$ cat config.mk
export PLATFORM = sky130hd
export DESIGN_NAME = seg_display_scanner
export DESIGN_NICKNAME = d
export VERILOG_FILES = /design/src/rtl/seg_display_pkg.sv /design/src/rtl/seg_scan_tick.sv /design/src/rtl/seg_display_scanner.sv
export SDC_FILE = /design/constraint.sdc
export NUM_CORES = 1
export LEC_CHECK = 0
export CORE_ASPECT_RATIO = 2
export CORE_UTILIZATION = 55
export CTS_BUF_LIST = sky130_fd_sc_hd__clkbuf_4
export DETAILED_ROUTE_END_ITERATION = 7
export GPL_TIMING_DRIVEN = 0
export PLACE_DENSITY_LB_ADDON = 0.2
export SKIP_CTS_REPAIR_TIMING = 1
export SYNTH_ARGS = -nofsm -noshare
export SYNTH_HDL_FRONTEND = slang
export SYNTH_SLANG_ARGS = --single-unit
$ cat constraint.sdc
create_clock -name clk -period 2.2 [get_ports clk]
set_input_delay 0.44 -clock clk [delete_from_list [all_inputs] [get_ports clk]]
set_output_delay 0.44 -clock clk [all_outputs]
set_load 0.02 [all_outputs]
$ cat src/rtl/seg_display_pkg.sv
// seg_display_pkg: shared code width, blank code and scan state encoding.
package seg_display_pkg;
   localparam int CODE_W = 5;
   localparam logic [CODE_W-1:0] CODE_BLANK = 5'b00000;
   typedef enum logic [1:0] {ST_IDLE, ST_SCAN, ST_BLANK} state_t;
endpackage

$ cat src/rtl/seg_scan_tick.sv
// seg_scan_tick: CLK_DIV-cycle prescaler with synchronous clear and terminal-count tick.
module seg_scan_tick #(
   parameter int CLK_DIV = 4
) (
   input  logic clk,
   input  logic reset,
   input  logic clear,
   output logic tick
);
   localparam int CW = $clog2(CLK_DIV + 1);
   logic [CW-1:0] cnt;
   assign tick = (cnt == CW'(CLK_DIV - 1));
   always_ff @(posedge clk)
      if (reset || clear || tick) cnt <= '0;
      else cnt <= cnt + 1'b1;
endmodule

$ cat src/rtl/seg_display_scanner.sv
// seg_display_scanner: time-multiplexed digit scan with tear-free frame loading.
// Define SCAN_BLANK_EN to insert BLANK_CYCLES off-cycles after every digit slot.
module seg_display_scanner
   import seg_display_pkg::*;
#(
   parameter int NUM_DIGITS   = 4,
   parameter int CLK_DIV      = 4,
   parameter int BLANK_CYCLES = 1
) (
   input  logic                         clk,
   input  logic                         reset,
   input  logic                         scan_en,
   input  logic                         load_valid,
   output logic                         load_ready,
   input  logic [CODE_W*NUM_DIGITS-1:0] load_data,
   output logic [CODE_W-1:0]            dec_code,
   output logic [NUM_DIGITS-1:0]        digit_en,
   output logic                         frame_done
);
   localparam int IW = $clog2(NUM_DIGITS);
   localparam int FW = CODE_W * NUM_DIGITS;
`ifdef SCAN_BLANK_EN
   localparam bit BLANK_EN = 1'b1;
`else
   localparam bit BLANK_EN = 1'b0;
`endif
   state_t state, state_nxt;
   logic [IW-1:0] idx, idx_nxt, idx_inc;
   logic [FW-1:0] active, pending, frame_nxt;
   logic [NUM_DIGITS-1:0] en_nxt;
   logic [CODE_W-1:0] code_nxt;
   logic done_nxt, tick, btick, step, wrap, commit, take;
   seg_scan_tick #(.CLK_DIV(CLK_DIV)) u_tick (
      .clk(clk), .reset(reset), .clear(state != ST_SCAN || !scan_en), .tick(tick)
   );
   seg_scan_tick #(.CLK_DIV(BLANK_CYCLES)) u_blank (
      .clk(clk), .reset(reset), .clear(state != ST_BLANK || !scan_en), .tick(btick)
   );
   // step = end of a digit slot; the wrap step is the frame boundary where a pending frame commits
   always_comb begin
      take      = load_valid && load_ready;
      step      = scan_en && (BLANK_EN ? (state == ST_BLANK && btick) : (state == ST_SCAN && tick));
      wrap      = step && idx == IW'(NUM_DIGITS - 1);
      commit    = !load_ready && (wrap || state == ST_IDLE);
      frame_nxt = commit ? pending : active;
      idx_inc   = (idx == IW'(NUM_DIGITS - 1)) ? '0 : idx + 1'b1;
      state_nxt = state;
      idx_nxt   = idx;
      en_nxt    = digit_en;
      code_nxt  = dec_code;
      done_nxt  = 1'b0;
      if (!scan_en) begin
         state_nxt = ST_IDLE;
         idx_nxt   = '0;
         en_nxt    = '0;
      end else if (state == ST_IDLE) begin
         state_nxt = ST_SCAN;
         idx_nxt   = '0;
         en_nxt    = NUM_DIGITS'(1);
         code_nxt  = frame_nxt[CODE_W-1:0];
      end else if (step) begin
         state_nxt = ST_SCAN;
         idx_nxt   = idx_inc;
         en_nxt    = NUM_DIGITS'(1) << idx_inc;
         code_nxt  = frame_nxt[CODE_W*idx_inc +: CODE_W];
         done_nxt  = wrap;
      end else if (BLANK_EN && state == ST_SCAN && tick) begin
         state_nxt = ST_BLANK;
         en_nxt    = '0;
      end
   end
   always_ff @(posedge clk) begin
      if (reset) begin
         state      <= ST_IDLE;
         idx        <= '0;
         digit_en   <= '0;
         dec_code   <= CODE_BLANK;
         frame_done <= 1'b0;
         load_ready <= 1'b1;
         active     <= {NUM_DIGITS{CODE_BLANK}};
         pending    <= {NUM_DIGITS{CODE_BLANK}};
      end else begin
         state      <= state_nxt;
         idx        <= idx_nxt;
         digit_en   <= en_nxt;
         dec_code   <= code_nxt;
         frame_done <= done_nxt;
         load_ready <= take ? 1'b0 : (commit ? 1'b1 : load_ready);
         active     <= frame_nxt;
         pending    <= take ? load_data : pending;
      end
   end
endmodule

==> results_dict.tcl, run 1 <==
set metrics [dict create \
    syn-num-nets 296 \
    synth_top_area_share_pct 49.57 \
    cts_tree "yes" \
    hold_path_class "register to register" \
    timing.final.max_slew_violations 0 \
    area.growth.synth_to_final_pct 23.80 \
    final_antenna_net_count 0 \
    power_report.internal_total_w 0.001626 \
    critical_path.endpoint_type "register" \
    detail_route.vias_per_cell 5.471 \
    layout.cells.most_common_list "67 x sky130_fd_sc_hd__nand2_1, 57 x sky130_fd_sc_hd__dfxtp_1, 33 x sky130_fd_sc_hd__a21oi_1, 33 x sky130_fd_sc_hd__clkdlybuf4s50_1, 20 x sky130_fd_sc_hd__nor2_1" \
    wl_met2_um 2703 \
    worst_setup_hold_path_clk_slew_ns 0.09 \
    worst-slew-pin-transition_ns 0.5534 \
    total_nets_final 340 \
    synthArstFlopShare_pct 0 \
    finish.cell_count_without_fillers 367 \
    post_synth_num_cell_types 35 \
    finalInstanceArea_um2 2850 \
    synth_sequential_area_ratio_pct 49.57 \
    design.die.area_um2 4464 \
    clock_tree.buffer_depth 2 \
    post_synth_inst_count 266 \
    clock_sinks 57 \
    power.switching_w 0.0004982 \
    root_buffer "sky130_fd_sc_hd__clkbuf_4" \
    layout_commonest_cell "sky130_fd_sc_hd__nand2_1" \
    postSynthRegisterBits 57 \
    ir_drop_mv 0.7401 \
    max_clock_freq_mhz 497.7 \
    post_synth_instance_area_um2 2302 \
    r2r_end "dec_code[3]" \
    detailedPlacementHpwl_um 3769 \
    place_inst 351 \
    antennaDiodeCount 0 \
    regToRegStartpoint "u_tick.cnt[0]" \
    routed_wirelength_um 4935 \
    critPathLaunchType "register" \
    gp_routability_congestion 0.8625 \
    drc_errors 0 \
    cts.htree.levels 3 \
    grt_setup_unrepaired "no" \
    fin_crit_ns 2.009 \
    share_comb_of_total_power_pct 10.2 \
    placementRows 33 \
    layout-drive-gt1-share_pct 6.984 \
    placed_instance_area_um2 2698 \
    critPathKind "register to register" \
    final_min_period_over_clock_period_pct 91.32 \
    power.share.clock_pct 38.2 \
    worstHoldEndpoint "u_tick.cnt[0]" \
    timing.critical_path.required_ns 2.45 \
    mean_area_per_synthesized_cell_um2 8.655 \
    grt_start_max_net_pins 11 \
    outcome "completed" \
    timing.reg2reg.worst_path_depth 9 \
    synth_edf_count 0 \
    die_h_um 93.50 \
    number_of_setup_violations_in_the_final_report 0 \
    wl_per_cell_um 13.45 \
    highest_signal_layer_in_the_routed_design "met4" \
    antenna_found_initial 0 \
    min_delay_path_depth 1 \
    numPortBuffers 33 \
    gr-total-overflow 0 \
    timing_hold_violations_final 0 \
    p_leak_nw 1.101 \
    insertion_delay_ns 0.39 \
    design.core.area_um2 4046 \
    drt_pass1_iterations 4 \
    met1_length_um 1757 \
    critPathArrivalTime_ns 2.25 \
    slew_margin_rel_pct 63.11 \
    pwr-share-seq_pct 51.6 \
    synth.largest_area_cell "sky130_fd_sc_hd__dfxtp_1" \
    ys.warnings.count 0 \
    timing.critical_path.fanout_max 10 \
    met3_wirelength_um 179 \
    floorplan.initialDensity_pct 56.90 \
    power_per_cell_area_nw_per_um2 745.2 \
    num_vias 2008 \
    dominant_synthesized_flop_cell "sky130_fd_sc_hd__dfxtp_1" \
    max_cap_violations 0 \
    fin_setup_tns_ns 0 \
    first_global_vias 1933 \
    globalRouteTotalUtil_pct 25.87 \
    n_fill_cell 372 \
    rrSetupSlack_ns 0.19 \
    first_pass_grt_wire_length_um 7976 \
    hold_path_startpoint "u_tick.cnt[0]" \
    skew_ns 0.01256 \
    floorplan.die.width_um 47.75 \
    iter_0_drt_violations 48 \
    netSwitchingFraction_pct 23.46 \
    yosys-top-cells-area "sky130_fd_sc_hd__dfxtp_1 50%, sky130_fd_sc_hd__nand2_1 11%, sky130_fd_sc_hd__a21oi_1 7.2%" \
    tritoncts.num_buffers 9 \
    ports_placed_on_the_boundary 35 \
]
## area by class of cell
type	instances	area [µm²]	area share, %
plain buffers	17	85.08	2.985
repair buffers	33	330.3	11.59
multi-input cells	185	1050	36.83
clock buffers	9	67.56	2.371
well taps	52	65.06	2.283
flip-flops and latches	57	1141	40.04
clock inverters	7	85.08	2.985
inverters	7	26.28	0.9219
## Yosys cell counts (2+ instances only)
master and n:
sky130_fd_sc_hd__nand2_1 67, sky130_fd_sc_hd__dfxtp_1 57, sky130_fd_sc_hd__a21oi_1 33, sky130_fd_sc_hd__nor2_1 20
sky130_fd_sc_hd__mux2i_1 12, sky130_fd_sc_hd__clkbuf_1 9, sky130_fd_sc_hd__nor3_1 7, sky130_fd_sc_hd__ha_1 6
sky130_fd_sc_hd__inv_1 6, sky130_fd_sc_hd__and2_1 5, sky130_fd_sc_hd__nor3b_1 5, sky130_fd_sc_hd__a221oi_1 4
sky130_fd_sc_hd__o221ai_1 4, sky130_fd_sc_hd__buf_1 3, sky130_fd_sc_hd__nand3_1 3, sky130_fd_sc_hd__a21boi_0 2
sky130_fd_sc_hd__buf_2 2, sky130_fd_sc_hd__buf_6 2, sky130_fd_sc_hd__nand2b_1 2, sky130_fd_sc_hd__o2111ai_1 2
## worst max-delay path, cell delays in order, from the launching register on
cell,delay (ns)
sky130_fd_sc_hd__dfxtp_1,0.32
sky130_fd_sc_hd__ha_1,0.19
sky130_fd_sc_hd__ha_1,0.17
sky130_fd_sc_hd__buf_4,0.17
sky130_fd_sc_hd__nand4b_4,0.12
sky130_fd_sc_hd__and2_4,0.16
sky130_fd_sc_hd__buf_6,0.10
sky130_fd_sc_hd__buf_6,0.15
sky130_fd_sc_hd__mux2i_1,0.34
sky130_fd_sc_hd__a221oi_1,0.14
## logic make-up (layout without fill, tap and decap cells)
group | after synthesis | in the layout | share of synthesized area (%)
compound gates | 49 | 49 | 13.42
fa+ha+maj | 6 | 6 | 3.261
buf+inv | 24 | 73 | 4.837
flops | 57 | 57 | 49.57
mux | 12 | 12 | 5.218
simple gates | 118 | 118 | 23.70
## state kept, by name, indices dropped and copies added (netlist names)
register    cells
u_tick.cnt      3
frame_done      1
dec_code        5
digit_en        4
state           1
pending        20
load_ready      1
idx             2
active         20
## power groups by stage
stage,clock [W],sequential [W],combinational [W]
4_1_cts,0.000834,0.00110,0.000217
5_1_grt,0.000877,0.00110,0.000242
2_1_floorplan,0,0.00112,0.000120
3_3_place_gp,0,0.00112,0.000212
6_report,0.000812,0.00110,0.000216
3_5_place_dp,0,0.00112,0.000216
## worst max path at each step
stage | from | cells after the start | slack (ns) | endpoint
6_report | u_tick.cnt[0] | 9 | 0.19 | dec_code[3]
5_1_grt | u_tick.cnt[0] | 9 | 0.06 | dec_code[3]
4_1_cts | u_tick.cnt[0] | 9 | 0.20 | dec_code[3]
3_5_place_dp | scan_en | 5 | 0.03 | u_tick.cnt[1]
3_3_place_gp | scan_en | 7 | 0.04 | dec_code[0]
2_1_floorplan | u_tick.cnt[0] | 9 | 0.44 | dec_code[0]
## metal layers
| layer | GRT usage (%) | up-vias |
|---|---|---|
| met5 | 0 | - |
| met4 | 19.44 | 0 |
| met3 | 6.564 | 22 |
| met2 | 44.48 | 69 |
| met1 | 23.34 | 923 |
| li1 | - | 994 |
## metrics by stage
step / total power [W] / util (%) / hold slack [ns] / setup slack [ns]
floorplan: 0.001242 / - / 0.4043 / 0.4412
global placement: 0.001330 / 66.67 / 0.4159 / 0.04339
detailed placement: 0.001335 / 66.67 / 0.4219 / 0.02524
CTS: 0.002147 / 70.44 / 0.4358 / 0.1977
global route: 0.002218 / 70.44 / 0.4746 / 0.05677
finish: 0.002124 / 70.44 / 0.4329 / 0.1909
(Power assumes the default switching activity.)
==> inputs of run 2 (changes only) <==
--- a/config.mk
+++ b/config.mk
@@ -14,4 +14,5 @@
 export SKIP_CTS_REPAIR_TIMING = 1
 export SYNTH_ARGS = -nofsm -noshare
 export SYNTH_HDL_FRONTEND = slang
+export SYNTH_HIERARCHICAL = 1
 export SYNTH_SLANG_ARGS = --single-unit
==> results_dict.tcl, run 2 <==
set metrics [dict create \
    insertion_delay_ns 0.40 \
    ys.warnings.count 6 \
    design.die.area_um2 4370 \
    multi_input_gate_area_um2 1001 \
    post_synth_instance_area_um2 2252 \
    wl_per_cell_um 13.26 \
    max_cap_violations 0 \
    final_min_period_over_clock_period_pct 97.98 \
    grt_start_max_net_pins 12 \
    synthArstFlopShare_pct 0 \
    antenna_found_initial 0 \
    worst_hold_slack_ns 0.4431 \
    iter_0_drt_violations 24 \
    num_vias 1920 \
    layout.cells.most_common_list "65 x sky130_fd_sc_hd__nand2_1, 57 x sky130_fd_sc_hd__dfxtp_1, 34 x sky130_fd_sc_hd__clkdlybuf4s50_1" \
    first_pass_grt_wire_length_um 8045 \
    total_nets_final 329 \
    synth_sequential_area_ratio_pct 50.67 \
    layout_commonest_cell "sky130_fd_sc_hd__nand2_1" \
    cts.htree.levels 3 \
    power_per_cell_area_nw_per_um2 691.4 \
    critical-path-top-cell-by-count "sky130_fd_sc_hd__ha_1" \
    synth_top_area_share_pct 50.67 \
    rrSetupSlack_ns 0.04 \
    antennaDiodeCount 0 \
    place_inst 339 \
    mean_area_per_synthesized_cell_um2 8.867 \
    timing.critical_path.required_ns 2.47 \
    synth.largest_area_cell "sky130_fd_sc_hd__dfxtp_1" \
    numPortBuffers 34 \
    die_h_um 92.50 \
    timing_hold_violations_final 0 \
    n_fill_cell 328 \
    routed_wirelength_um 4706 \
    skew_ns 0.009684 \
    yosys-top-cells-count "65 x sky130_fd_sc_hd__nand2_1, 57 x sky130_fd_sc_hd__dfxtp_1, 31 x sky130_fd_sc_hd__a21oi_1" \
    finish.cell_count_without_fillers 355 \
    area.sequential_um2 1141 \
    globalRouteTotalUtil_pct 25.97 \
    critPathArrivalTime_ns 2.42 \
    critical_path.endpoint_type "register" \
    crit_path_cell_trace "ha_1, ha_1, buf_6, nand4_1, nor4_1, a2111o_1, a221oi_1" \
    first_global_vias 1884 \
    cts_tree "yes" \
    timing.final.max_slew_violations 0 \
    tritoncts.num_buffers 9 \
    post_synth_inst_count 254 \
    slew_margin_rel_pct 55.19 \
    grt_setup_unrepaired "yes" \
    largest_registers "active x20, pending x20, dec_code x5" \
    hold_path_class "register to register" \
    syn-num-nets 284 \
    synth_edf_count 0 \
    detail_route.vias_per_cell 5.408 \
    finalCoreUtilization_pct 71.59 \
    detailedPlacementHpwl_um 3599 \
    number_of_setup_violations_in_the_final_report 0 \
    critPathKind "register to register" \
    dominant_synthesized_flop_cell "sky130_fd_sc_hd__dfxtp_1" \
    ir_drop_mv 0.5502 \
    floorplan.initialDensity_pct 57.99 \
    floorplan.die.width_um 47.25 \
    p_leak_nw 1.072 \
    postSynthRegisterBits 57 \
    area.growth.synth_to_final_pct 23.44 \
    slowest_stage "sky130_fd_sc_hd__nor4_1" \
    fin_crit_ns 2.156 \
    critPathLaunchType "register" \
    gr-total-overflow 0 \
    clock_tree.buffer_depth 2 \
    gp_routability_congestion 0.8587 \
    drc_errors 0 \
    worst-slew-pin-transition_ns 0.6677 \
    post_synth_num_cell_types 27 \
    final_antenna_net_count 0 \
    clock_sinks 57 \
    drt_pass1_iterations 4 \
    yosys-top-cells-area "sky130_fd_sc_hd__dfxtp_1 51%, sky130_fd_sc_hd__nand2_1 11%, sky130_fd_sc_hd__a21oi_1 6.9%" \
    placementRows 32 \
    design.core.area_um2 3884 \
    worst_setup_hold_path_clk_slew_ns 0.10 \
    outcome "completed" \
    max_clock_freq_mhz 463.9 \
    layout-drive-gt1-share_pct 7.895 \
    root_buffer "sky130_fd_sc_hd__clkbuf_4" \
    timing.critical_path.fanout_max 10 \
    ports_placed_on_the_boundary 35 \
    yosys.cell_count.top_type "sky130_fd_sc_hd__nand2_1" \
    timing.critical_path.slowest_cell_delay_ns 0.49 \
]
[run 2: layout make-up]
class	instances	share of cell area, %
timing repair buffer	34	12.24
clock inverter	7	1.710
buffer	15	2.790
multi-input combinational	171	36.00
inverter	11	1.485
tap	51	2.295
clock buffer	9	2.430
sequential	57	41.04
[run 2: worst max-delay path, delay by kind of cell, from the launching register on]
family	cells	cell delay [ns]
AOI/OAI and AO/OA	2	0.23
DFF	1	0.35
and+or+nand+nor	2	0.74
buffers and inverters	1	0.21
adders and majority gates	2	0.49
[run 2: cell families (layout without fill, tap and decap cells)]
| family | Yosys count | count (layout) | share of synthesized area [%] |
|---|---|---|---|
| adders and majority gates | 6 | 6 | 3.333 |
| AOI/OAI and AO/OA | 52 | 52 | 14.72 |
| buffers and inverters | 26 | 76 | 5.167 |
| and+or+nand+nor | 98 | 98 | 19.44 |
| muxes | 15 | 15 | 6.666 |
| DFF | 57 | 57 | 50.67 |
[run 2: path summary, 6_finish.rpt]
| kind | start | cells after the start | to |
|---|---|---|---|
| worst max-delay path | u_tick/cnt[0] | 7 | dec_code[4] |
| worst min-delay path | u_tick/cnt[0] | 1 | u_tick/cnt[0] |
| worst max register to register | u_tick/cnt[0] | 7 | dec_code[4] |
| worst min register to register | u_tick/cnt[0] | 1 | u_tick/cnt[0] |
[run 2: routing by layer]
metal	vias to the layer above	track usage (%)	part of all wire (%)
li1	962	-	-
met1	884	24.44	38
met2	50	44.86	54
met3	24	5.263	3.0
met4	0	18.81	5.8
met5	-	0	0
[run 2: stage by stage]
step                      worst slack [ns]  instance area [µm²]  power, W  setup TNS (ns)
after floorplan                     0.4182                 2252  0.001229               0
after global placement             0.02322                 2656  0.001316               0
after detailed placement           0.02044                 2656  0.001322               0
after CTS                          0.09874                 2771  0.001930               0
after global routing              -0.04113                 2780  0.002017        -0.05791
final                              0.04445                 2780  0.001922               0
[run 2: power by group]
| part | internal (W) | total, W | switching, W |
|---|---|---|---|
| Combinational | 0.0000984 | 0.000205 | 0.000106 |
| Sequential | 0.00107 | 0.00109 | 0.0000213 |
| Clock | 0.000226 | 0.000624 | 0.000398 |
==> inputs of run 3 (changes only) <==
--- a/config.mk
+++ b/config.mk
@@ -10,7 +10,8 @@
 export CTS_BUF_LIST = sky130_fd_sc_hd__clkbuf_4
 export DETAILED_ROUTE_END_ITERATION = 7
 export GPL_TIMING_DRIVEN = 0
-export PLACE_DENSITY_LB_ADDON = 0.2
+export PLACE_DENSITY = 0.81
+export SETUP_SLACK_MARGIN = 0.05
 export SKIP_CTS_REPAIR_TIMING = 1
 export SYNTH_ARGS = -nofsm -noshare
 export SYNTH_HDL_FRONTEND = slang
==> results_dict.tcl, run 3 (synthesized netlist as in run 2, its figures left out) <==
set metrics [dict create \
    clock_tree.buffer_depth 2 \
    slew_margin_rel_pct 50.71 \
    p_leak_nw 1.079 \
    grt_start_max_net_pins 11 \
    clock_sinks 57 \
    final_min_period_over_clock_period_pct 93.42 \
    worst-slew-pin-transition_ns 0.7344 \
    design.die.area_um2 4370 \
    root_buffer "sky130_fd_sc_hd__clkbuf_4" \
    critical_path.endpoint_type "register" \
    final_antenna_net_count 0 \
    area.growth.synth_to_final_pct 22.56 \
    timing.critical_path.slowest_cell_delay_ns 0.40 \
    gp_routability_congestion 0.8723 \
    detailedPlacementHpwl_um 3622 \
    cp.buffers_inverters 1 \
    antenna_found_initial 0 \
    num_vias 1895 \
    layout-drive-gt1-share_pct 6.954 \
    layout_commonest_cell "sky130_fd_sc_hd__nand2_1" \
    routed_wirelength_um 4710 \
    detail_route.vias_per_cell 5.368 \
    fin_crit_ns 2.055 \
    critical-path-top-cell-by-count "sky130_fd_sc_hd__ha_1" \
    insertion_delay_ns 0.38 \
    fin_setup_tns_ns 0 \
    max_cap_violations 0 \
    tritoncts.num_buffers 9 \
    design.core.area_um2 3884 \
    timing.critical_path.required_ns 2.45 \
    drc_errors 0 \
    gr-total-overflow 0 \
    skew_ns 0.01171 \
    number_of_setup_violations_in_the_final_report 0 \
    timing_hold_violations_final 0 \
    drt_pass1_iterations 4 \
    layout.cells.most_common_list "65 x sky130_fd_sc_hd__nand2_1, 57 x sky130_fd_sc_hd__dfxtp_1, 34 x sky130_fd_sc_hd__clkdlybuf4s50_1" \
    critPathArrivalTime_ns 2.31 \
    critPathKind "register to register" \
    multi_input_gate_area_um2 1001 \
    timing.critical_path.fanout_max 10 \
    outcome "completed" \
    cts_tree "yes" \
    area.sequential_um2 1141 \
    numPortBuffers 34 \
    total_nets_final 329 \
    max_clock_freq_mhz 486.6 \
    worst_setup_hold_path_clk_slew_ns 0.09 \
    n_fill_cell 332 \
    cp_top_family "simple AND/OR/NAND/NOR gates" \
    floorplan.die.width_um 47.25 \
    placementRows 32 \
    largest_registers "active x20, pending x20, dec_code x5" \
    die_h_um 92.50 \
    power_per_cell_area_nw_per_um2 680.8 \
    slowest_stage "sky130_fd_sc_hd__nor4_1" \
    placed_instance_area_um2 2656 \
    finalInstanceArea_um2 2760 \
    antennaDiodeCount 0 \
    first_global_vias 1872 \
    hold_path_class "register to register" \
    first_pass_grt_wire_length_um 7900 \
    ir_drop_mv 0.4438 \
    globalRouteTotalUtil_pct 25.60 \
    crit_path_cell_trace "ha_1, ha_1, buf_6, nand4_1, nor4_1, a2111o_1, a221oi_1" \
    grt_setup_unrepaired "yes" \
    wl_per_cell_um 13.34 \
    floorplan.initialDensity_pct 57.99 \
    iter_0_drt_violations 33 \
    ports_placed_on_the_boundary 35 \
    critPathLaunchType "register" \
    cts.htree.levels 3 \
    timing.final.max_slew_violations 0 \
]
[run 3: changes by cell type in the layout (fill, tap and decap cells not counted)]
| cell | delta |
|---|---|
| sky130_fd_sc_hd__clkbuf_4 | +2 |
| sky130_fd_sc_hd__clkinv_4 | -1 |
| sky130_fd_sc_hd__clkinv_1 | +1 |
| sky130_fd_sc_hd__buf_2 | +1 |
| sky130_fd_sc_hd__clkinvlp_4 | -4 |
| sky130_fd_sc_hd__clkinv_2 | -1 |
[run 3: worst reg2reg max path: stages, from the launching register on]
cell and delay (ns):
sky130_fd_sc_hd__dfxtp_1 0.35, sky130_fd_sc_hd__ha_1 0.15, sky130_fd_sc_hd__ha_1 0.35, sky130_fd_sc_hd__buf_6 0.21
sky130_fd_sc_hd__nand4_1 0.24, sky130_fd_sc_hd__nor4_1 0.40, sky130_fd_sc_hd__a2111o_1 0.18, sky130_fd_sc_hd__a221oi_1 0.05
[run 3: power breakdown]
| part | internal [W] | switching [W] | total (W) | leakage, nW |
|---|---|---|---|---|
| sequential | 0.00107 | 0.0000214 | 0.00109 | 0.465 |
| clock | 0.000252 | 0.000328 | 0.000580 | 0.0583 |
| combinational | 0.0000984 | 0.000107 | 0.000206 | 0.556 |
| total | 0.00142 | 0.000457 | 0.00188 | 1.08 |
[run 3: path summary, 6_finish.rpt]
| check | start | to | slack (ns) | cells after the start |
|---|---|---|---|---|
| worst min-delay path | u_tick/cnt[0] | u_tick/cnt[0] | 0.44 | 1 |
| worst max register to register | u_tick/cnt[0] | dec_code[2] | 0.14 | 7 |
| worst max-delay path | u_tick/cnt[0] | dec_code[2] | 0.14 | 7 |
| worst min register to register | u_tick/cnt[0] | u_tick/cnt[0] | 0.44 | 1 |
[run 3: area by class of cell]
cell class              instances  area share [%]
flip-flops and latches         57           41.34
multi-input cells             171           36.26
repair buffers                 34           12.33
clock buffers                  12           3.264
plain buffers                  15           2.720
well taps                      51           2.312
inverters                      11           1.496
clock inverters                 2          0.2720
[run 3: per-layer routing]
| layer | vias to the layer above | share of wire, % | wire length, µm | track usage [%] |
|---|---|---|---|---|
| met4 | 0 | 4.6 | 217 | 14.52 |
| met5 | - | 0 | 0 | 0 |
| li1 | 957 | - | - | - |
| met3 | 20 | 3.9 | 183 | 7.797 |
| met2 | 51 | 55 | 2576 | 43.72 |
| met1 | 867 | 37 | 1733 | 25.06 |
[run 3: through the flow]
stage | hold slack, ns | total power [W] | utilization, % | setup slack [ns] | std cells
2_1_floorplan | 0.4037 | 0.001229 | - | 0.4182 | 254
3_3_place_gp | 0.4199 | 0.001318 | 68.40 | 0.05579 | 339
3_5_place_dp | 0.4325 | 0.001323 | 68.40 | 0.04116 | 339
4_1_cts | 0.4450 | 0.001899 | 70.91 | 0.1187 | 353
5_1_grt | 0.4601 | 0.001975 | 71.07 | 0.05443 | 353
6_report | 0.4443 | 0.001879 | 71.07 | 0.1448 | 353
